<file path="src/rtl/psum_out_buffer.sv">
// Output FIFO for PE partial sums, first-word-fall-through toward the next stage.
// Latency: an entry written at edge N appears on dout with dout_valid=1 right after edge N.
// Backpressure: outbuf_full stalls the PE (writes while full are dropped); consumer uses dout_valid/dout_ready.
// Optional macro PSUM_OUTBUF_OVF_STICKY_EN builds a sticky overflow flag for dropped writes.
module psum_out_buffer #(
    parameter int DATA_WIDTH = 17,
    parameter int DEPTH      = 8,
    parameter int ADDR_LEN   = 3,
    parameter int AF_MARGIN  = 2
) (
    input  logic                  clk,
    input  logic                  rst,
    input  logic                  clr,
    input  logic                  outbuf_write,
    input  logic [DATA_WIDTH-1:0] din,
    output logic                  outbuf_full,
    output logic                  almost_full,
    output logic [DATA_WIDTH-1:0] dout,
    output logic                  dout_valid,
    input  logic                  dout_ready,
    output logic [ADDR_LEN:0]     count,
    output logic                  overflow
);

    localparam logic [ADDR_LEN-1:0] LAST_PTR = ADDR_LEN'(DEPTH - 1);
    localparam logic [ADDR_LEN:0]   FULL_CNT = (ADDR_LEN + 1)'(DEPTH);
    localparam int                  AF_TH    = DEPTH - AF_MARGIN;
    // A non-positive threshold means almost_full is permanently asserted.
    localparam logic [ADDR_LEN:0]   AF_TH_C  = (AF_TH > 0) ? (ADDR_LEN + 1)'(AF_TH) : '0;

    logic [DATA_WIDTH-1:0] mem [DEPTH];
    logic [ADDR_LEN-1:0]   wr_ptr;
    logic [ADDR_LEN-1:0]   rd_ptr;
    logic [ADDR_LEN:0]     count_q;
    logic                  wr_fire;
    logic                  rd_fire;

    assign outbuf_full = (count_q == FULL_CNT);
    assign almost_full = (count_q >= AF_TH_C);
    assign dout_valid  = (count_q != '0);
    assign count       = count_q;
    assign dout        = dout_valid ? mem[rd_ptr] : '0;

    assign wr_fire = outbuf_write & ~outbuf_full;
    assign rd_fire = dout_valid & dout_ready;

    always_ff @(posedge clk) begin
        if (wr_fire && !clr) begin
            mem[wr_ptr] <= din;
        end
    end

    always_ff @(posedge clk or negedge rst) begin
        if (!rst) begin
            wr_ptr  <= '0;
            rd_ptr  <= '0;
            count_q <= '0;
        end else if (clr) begin
            wr_ptr  <= '0;
            rd_ptr  <= '0;
            count_q <= '0;
        end else begin
            if (wr_fire) begin
                wr_ptr <= (wr_ptr == LAST_PTR) ? '0 : wr_ptr + 1'b1;
            end
            if (rd_fire) begin
                rd_ptr <= (rd_ptr == LAST_PTR) ? '0 : rd_ptr + 1'b1;
            end
            if (wr_fire && !rd_fire) begin
                count_q <= count_q + 1'b1;
            end else if (rd_fire && !wr_fire) begin
                count_q <= count_q - 1'b1;
            end
        end
    end

`ifdef PSUM_OUTBUF_OVF_STICKY_EN
    logic ovf_q;

    always_ff @(posedge clk or negedge rst) begin
        if (!rst) begin
            ovf_q <= 1'b0;
        end else if (clr) begin
            ovf_q <= 1'b0;
        end else if (outbuf_write && outbuf_full) begin
            ovf_q <= 1'b1;
        end
    end

    assign overflow = ovf_q;
`else
    assign overflow = 1'b0;
`endif

endmodule

</file>
<file path="config.mk">
export PLATFORM = sky130hd
export DESIGN_NAME = psum_out_buffer
export DESIGN_NICKNAME = d
export VERILOG_FILES = /design/src/rtl/psum_out_buffer.sv
export SDC_FILE = /design/constraint.sdc
export NUM_CORES = 1
export LEC_CHECK = 0
export ABC_AREA = 1
export BUFFER_PORTS_ARGS = -buffer_cell sky130_fd_sc_hd__buf_2
export CORE_AREA = 5 5 123 125
export DETAILED_ROUTE_END_ITERATION = 16
export DIE_AREA = 0 0 128 130
export PLACE_DENSITY = 0.71
export SYNTH_ARGS = -nofsm -noshare
export SYNTH_HDL_FRONTEND = slang
export SYNTH_SLANG_ARGS = --single-unit
export TNS_END_PERCENT = 100
</file>
<file path="constraint.sdc">
create_clock -name clk -period 2.8 [get_ports clk]
set_clock_uncertainty 0.05 [all_clocks]
set_input_delay 0.14 -clock clk [delete_from_list [all_inputs] [get_ports clk]]
set_output_delay 0.14 -clock clk [all_outputs]
set_load 0.02 [all_outputs]
</file>
# == After elaboration in Yosys (flattened, before gate mapping) ==
# Memory sizes are Yosys's and may differ from the RTL's.
# Index checks and enable logic that the tools add are counted.
# word_totals
latch_bits,0
rom_bits,0
ramBits,136
n_memories,1
reg_bits,10
# mem_list
name,words,word_bits,read_ports,rd_ports_with_merged_regs,write_ports,line_no,text
mem,8,17,1,0,1,31,logic [DATA_WIDTH-1:0] mem [DEPTH];
# classes
eq_ne,3
mul,0
muxes,12
div,0
n_addsub,4
magnitude_cmp,1
bitwise_logic,3
shifts,0
reduce_logical,10
# ops
operator,count
2-to-1 mux 3 bit,6
2-to-1 mux 17 bit,1
2-to-1 mux 4 bit,3
adder 3 x 1 -> 3 bit (second input constant),2
== test 3 bit (second input constant),2
adder 4 x 1 -> 4 bit (second input constant),1
== test 4 bit (second input constant),1
>= comparator 4 x 3 -> 1 bit (second input constant),1
nonzero test 2 bit,2
nonzero test 4 bit,1
subtractor 4 x 1 -> 4 bit (second input constant),1
logical AND 1 bit,3
logical NOT 1 bit,3
nonzero test 3 bit,1
bitwise AND 1 bit,2
2-to-1 mux 1 bit,2
inverter 1 bit,1

# == Depth between registers and ports, before layout ==
# depth
depth_word,8
depth_mapped,10
ltp_nobuf,10

# == Worst setup path after synthesis ==
# Ideal clock, no wire load.
# synth_path
path_kind,reg2reg
start,"reg count_q[3], in the netlist count[3]"
end,"mem mem[1][0], enable pin"
t_arrival_ns,1.936
setup_ns,0.390
stages_incl_launch_ff,8
slack_ns,0.423
cell_sequence,dfrtp_1 > inv_2 > nor2_4 > nand2_2 > nand2_4 > nor2_1 > nand2_1 > nor2_1
# synth_via
elab_chain_len,6
# synth_rtl
item,line_no,text
from (decl),34,logic [ADDR_LEN:0] count_q;
from (signal assigned),70,count_q <= count_q + 1'b1;
from (signal assigned),72,count_q <= count_q - 1'b1;
== test 4 bit,38,assign outbuf_full = (count_q == FULL_CNT);
inverter 1 bit,44,assign wr_fire = outbuf_write & ~outbuf_full;
bitwise AND 1 bit,44,
logical AND 1 bit,48,if (wr_fire && !clr) begin
2-to-1 mux 1 bit,48,
2-to-1 mux 1 bit (implied by the code),49,mem[wr_ptr] <= din;
to (decl),31,
# No other way between the ends.

# == Worst setup path in the final report ==
# layout_path
start,reg rd_ptr[0]
end,out dout[13]
# layout_via
elab_chain_len,2
# layout_rtl
item,line_no,text
from (decl),33,logic [ADDR_LEN-1:0] rd_ptr;
from (signal assigned),67,rd_ptr <= (rd_ptr == LAST_PTR) ? '0 : rd_ptr + 1'b1;
memory read (8 x 17 bit),-,
2-to-1 mux 17 bit,42,assign dout = dout_valid ? mem[rd_ptr] : '0;
to (decl),18,"output logic [DATA_WIDTH-1:0] dout,"
# No other way between the ends.

==> flow_metrics.env <==
export IMPL_final_common_cell="edfxtp_1"
export IMPL_start_util=0.441
export IMPL_reg2reg_from="count[2]$_DFFE_PN0P_"
export IMPL_rsz0062_at_grt="false"
export IMPL_synth_adder_area_share=0.0157
export IMPL_finalMaxSlewViolations=0
export IMPL_core_area_sq_mm=0.0138
export IMPL_cp_required_ps=2610
export IMPL_grt_pass1_vias=3760
export IMPL_total_power_uw=6740
export IMPL_wl_per_cell_um=16.7
export IMPL_die_area_sq_mm=0.0166
export IMPL_worst_setup_path_type="flop to output port"
export IMPL_cts_tree="built"
export IMPL_synth_area_mux_share=0.0280
export IMPL_hold_violations=0
export IMPL_crit_start="rd_ptr[0]$_DFFE_PN0P_"
export IMPL_intPower_uw=4510
export IMPL_vias=3889
export IMPL_startpoint_type="flop"
export IMPL_gp_congestion=0.762
export IMPL_vias_per_cell=5.23
export IMPL_drt_total_wl_um=12400
export IMPL_syn_avg_cell_area_sq_um=12.7
export IMPL_die_y_um=130
export IMPL_area_growth_pct=19.9
export IMPL_synth_edf_count=136
export IMPL_syn_area_sq_mm=0.00607
export IMPL_yosys_area_share_simple=0.108
export IMPL_setup_viol=0
export IMPL_cap_violations=0
export IMPL_crit_path_max_fanout=70
export IMPL_grt_max_degree=71
export IMPL_crit_buf_inv=2
export IMPL_async_flop_share=0.0685
export IMPL_die_x_um=128
export IMPL_max_stage_delay_ps=630
export IMPL_tightest_slew_ps=816
export IMPL_hpwlAfterDp_um=7270
export IMPL_htreeDepth=4
export IMPL_min_from="dout_ready"
export IMPL_p_leak_uw=0.00265
export IMPL_pwr_share_seq=0.383
export IMPL_antenna_found_initial=0
export IMPL_cts_root_buf="clkbuf_16"
export IMPL_dp_cells=694
export IMPL_synth_compound_area_frac=0.102
export IMPL_drc=0
export IMPL_cts_made_buffers=17
export IMPL_power_density_mw_per_mm2=926
export IMPL_r2r_cells=10
export IMPL_status="finished clean"
export IMPL_endpoint_kind="output port"
export IMPL_critPathSlowestCell="buf_4"
export IMPL_clk_latency_ps=410
export IMPL_yosys_warnings=0
export IMPL_grt_pass1_wl_um=19900
export IMPL_synth_distinct_cells=33
export IMPL_p_sw_uw=2230
export IMPL_cp_depth=8
export IMPL_fmax_mhz=399
export IMPL_min_period_over_period=0.895
export IMPL_cts_buffer_depth=2
export IMPL_ys_flop_type="edfxtp_1"
export IMPL_synth_xor_area_share=0.00144
export IMPL_tns_ps=0
export IMPL_slew_headroom=0.456
export IMPL_synth_seq_cells=146
export IMPL_combPwrFrac=0.295
export IMPL_grt_usage=0.158
export IMPL_crit_top_cell="nor2_1"
export IMPL_globalRouteOverflowTotal=0
export IMPL_final_cell_mix="edfxtp_1, nor2_1, o21ai_0, buf_2, o21ai_1"
export IMPL_insertedDiodeCount=0
export IMPL_synthCells=479
export IMPL_ioPinCount=47
export IMPL_port_buffers=45
export IMPL_drt_initial_drc_count=423
export IMPL_fin_cells=743
export IMPL_crit_family="buffers and inverters"
export IMPL_cts_setup_buffers=0
export IMPL_ctsResizeCount=0
export IMPL_drive_gt1_frac=0.188
export IMPL_ir_drop_uv=466
export IMPL_arrival_ps=2320
export IMPL_postCtsHoldBufs=19
export IMPL_holdPathStages=4
export IMPL_clock_sinks=146
export IMPL_hold_path_class="input port to flop"
export IMPL_drt_pass1_iter_count=7
export IMPL_synth_top_family_by_area="simple AND/OR/NAND/NOR gates"
export IMPL_clkTransAtPathRegs_ps=60
export IMPL_ant_nets=0
export IMPL_syn_num_nets=508
export IMPL_swShare=0.331
export IMPL_post_route_min_period_ps=2510
export IMPL_num_rows=43
export IMPL_power_frac_clock=0.322
export IMPL_crit_chain="buf_4 > nor2_1 > nor2_1 > o21ai_0 > o21ai_1 > o21ai_0 > nor2_1 > buf_2"
export IMPL_final_nets=581
export IMPL_synth_seq_area_share=0.714
[registers in the layout, summed over array words and instances, names as in the netlist]
signal	count
rd_ptr	3
mem	136
wr_ptr	3
count	4
[area by class of cell]
cell class | instances | area, sq um
fill | 1148 | 6490
sequential | 146 | 4340
multi-input combinational | 293 | 1550
timing repair buffer | 80 | 548
clock buffer | 17 | 425
tap | 180 | 225
clock inverter | 13 | 145
inverter | 14 | 52.6
[cells in the mapped netlist (3+ instances only)]
| cell type | n | area, sq um |
|---|---|---|
| edfxtp_1 | 136 | 4080 |
| nand3_1 | 6 | 30.0 |
| buf_2 | 13 | 65.1 |
| o21ai_0 | 72 | 360 |
| nor2_1 | 112 | 420 |
| a21oi_1 | 3 | 15.0 |
| clkbuf_1 | 6 | 22.5 |
| buf_4 | 3 | 22.5 |
| nand2_1 | 19 | 71.3 |
| o22ai_1 | 18 | 113 |
| o21ai_1 | 21 | 105 |
| mux2i_1 | 17 | 170 |
| inv_1 | 12 | 45.0 |
| nand2_4 | 4 | 45.0 |
| dfrtp_1 | 10 | 250 |
| ha_1 | 6 | 75.1 |
[kinds of logic (layout without fill, tap and decap cells)]
logic type                 after synthesis  count (layout)
and+or+nand+nor                        151             151
DFF                                    146             146
AOI/OAI and AO/OA                      116             116
buffers and inverters                   40             124
muxes                                   17              17
adders and majority gates                7               7
other                                    1               1
xor gates and xnor gates                 1               1
[stage by stage]
step / worst slack (ps) / cell area [sq um] / utilization / hold slack, ps
finish: 294 / 7280 / 0.529 / 42.2
global route: 93.9 / 7280 / 0.529 / 44.3
CTS: 259 / 7280 / 0.529 / 29.3
detailed placement: 682 / 6520 / 0.474 / -29.9
global placement: 716 / 6520 / 0.474 / -35.0
floorplan: 423 / 6070 / - / -206
[per-layer routing]
layer,vias up,GRT usage,wire [um]
li1,1871,-,-
met5,-,0,0
met3,25,0.0409,713
met1,1876,0.204,5320
met4,0,0.0693,293
met2,117,0.254,6100
[power by group through the flow]
stage	registers, uW	logic (uW)	clock network (uW)
finish	2580	1990	2170
global route	2600	2220	2300
CTS	2580	2010	2210
detailed placement	2620	1980	0
global placement	2620	1930	0
floorplan	2610	1420	0
[worst register-to-register path, stage by stage (launching register included)]
cell      delay [ps]
dfrtp_1          450
nor2_2           220
nand2_4          190
nand2_4          140
nand3_4          130
ha_1             350
a21oi_1          140
nand2_1           70
nand3b_1         160
nand3_1           70
nand2_1           50
[final timing paths]
check                                         to  slack (ps)
setup / recovery                        dout[13]         290
max in group asynchronous  rd_ptr[0]$_DFFE_PN0P_        2420
min in group asynchronous   count[3]$_DFFE_PN0P_          70
setup reg to reg            count[3]$_DFFE_PN0P_         650
hold reg to reg            wr_ptr[1]$_DFFE_PN0P_         590
hold / removal             rd_ptr[1]$_DFFE_PN0P_          40
Note: power is estimated with default switching activity, not from simulation.
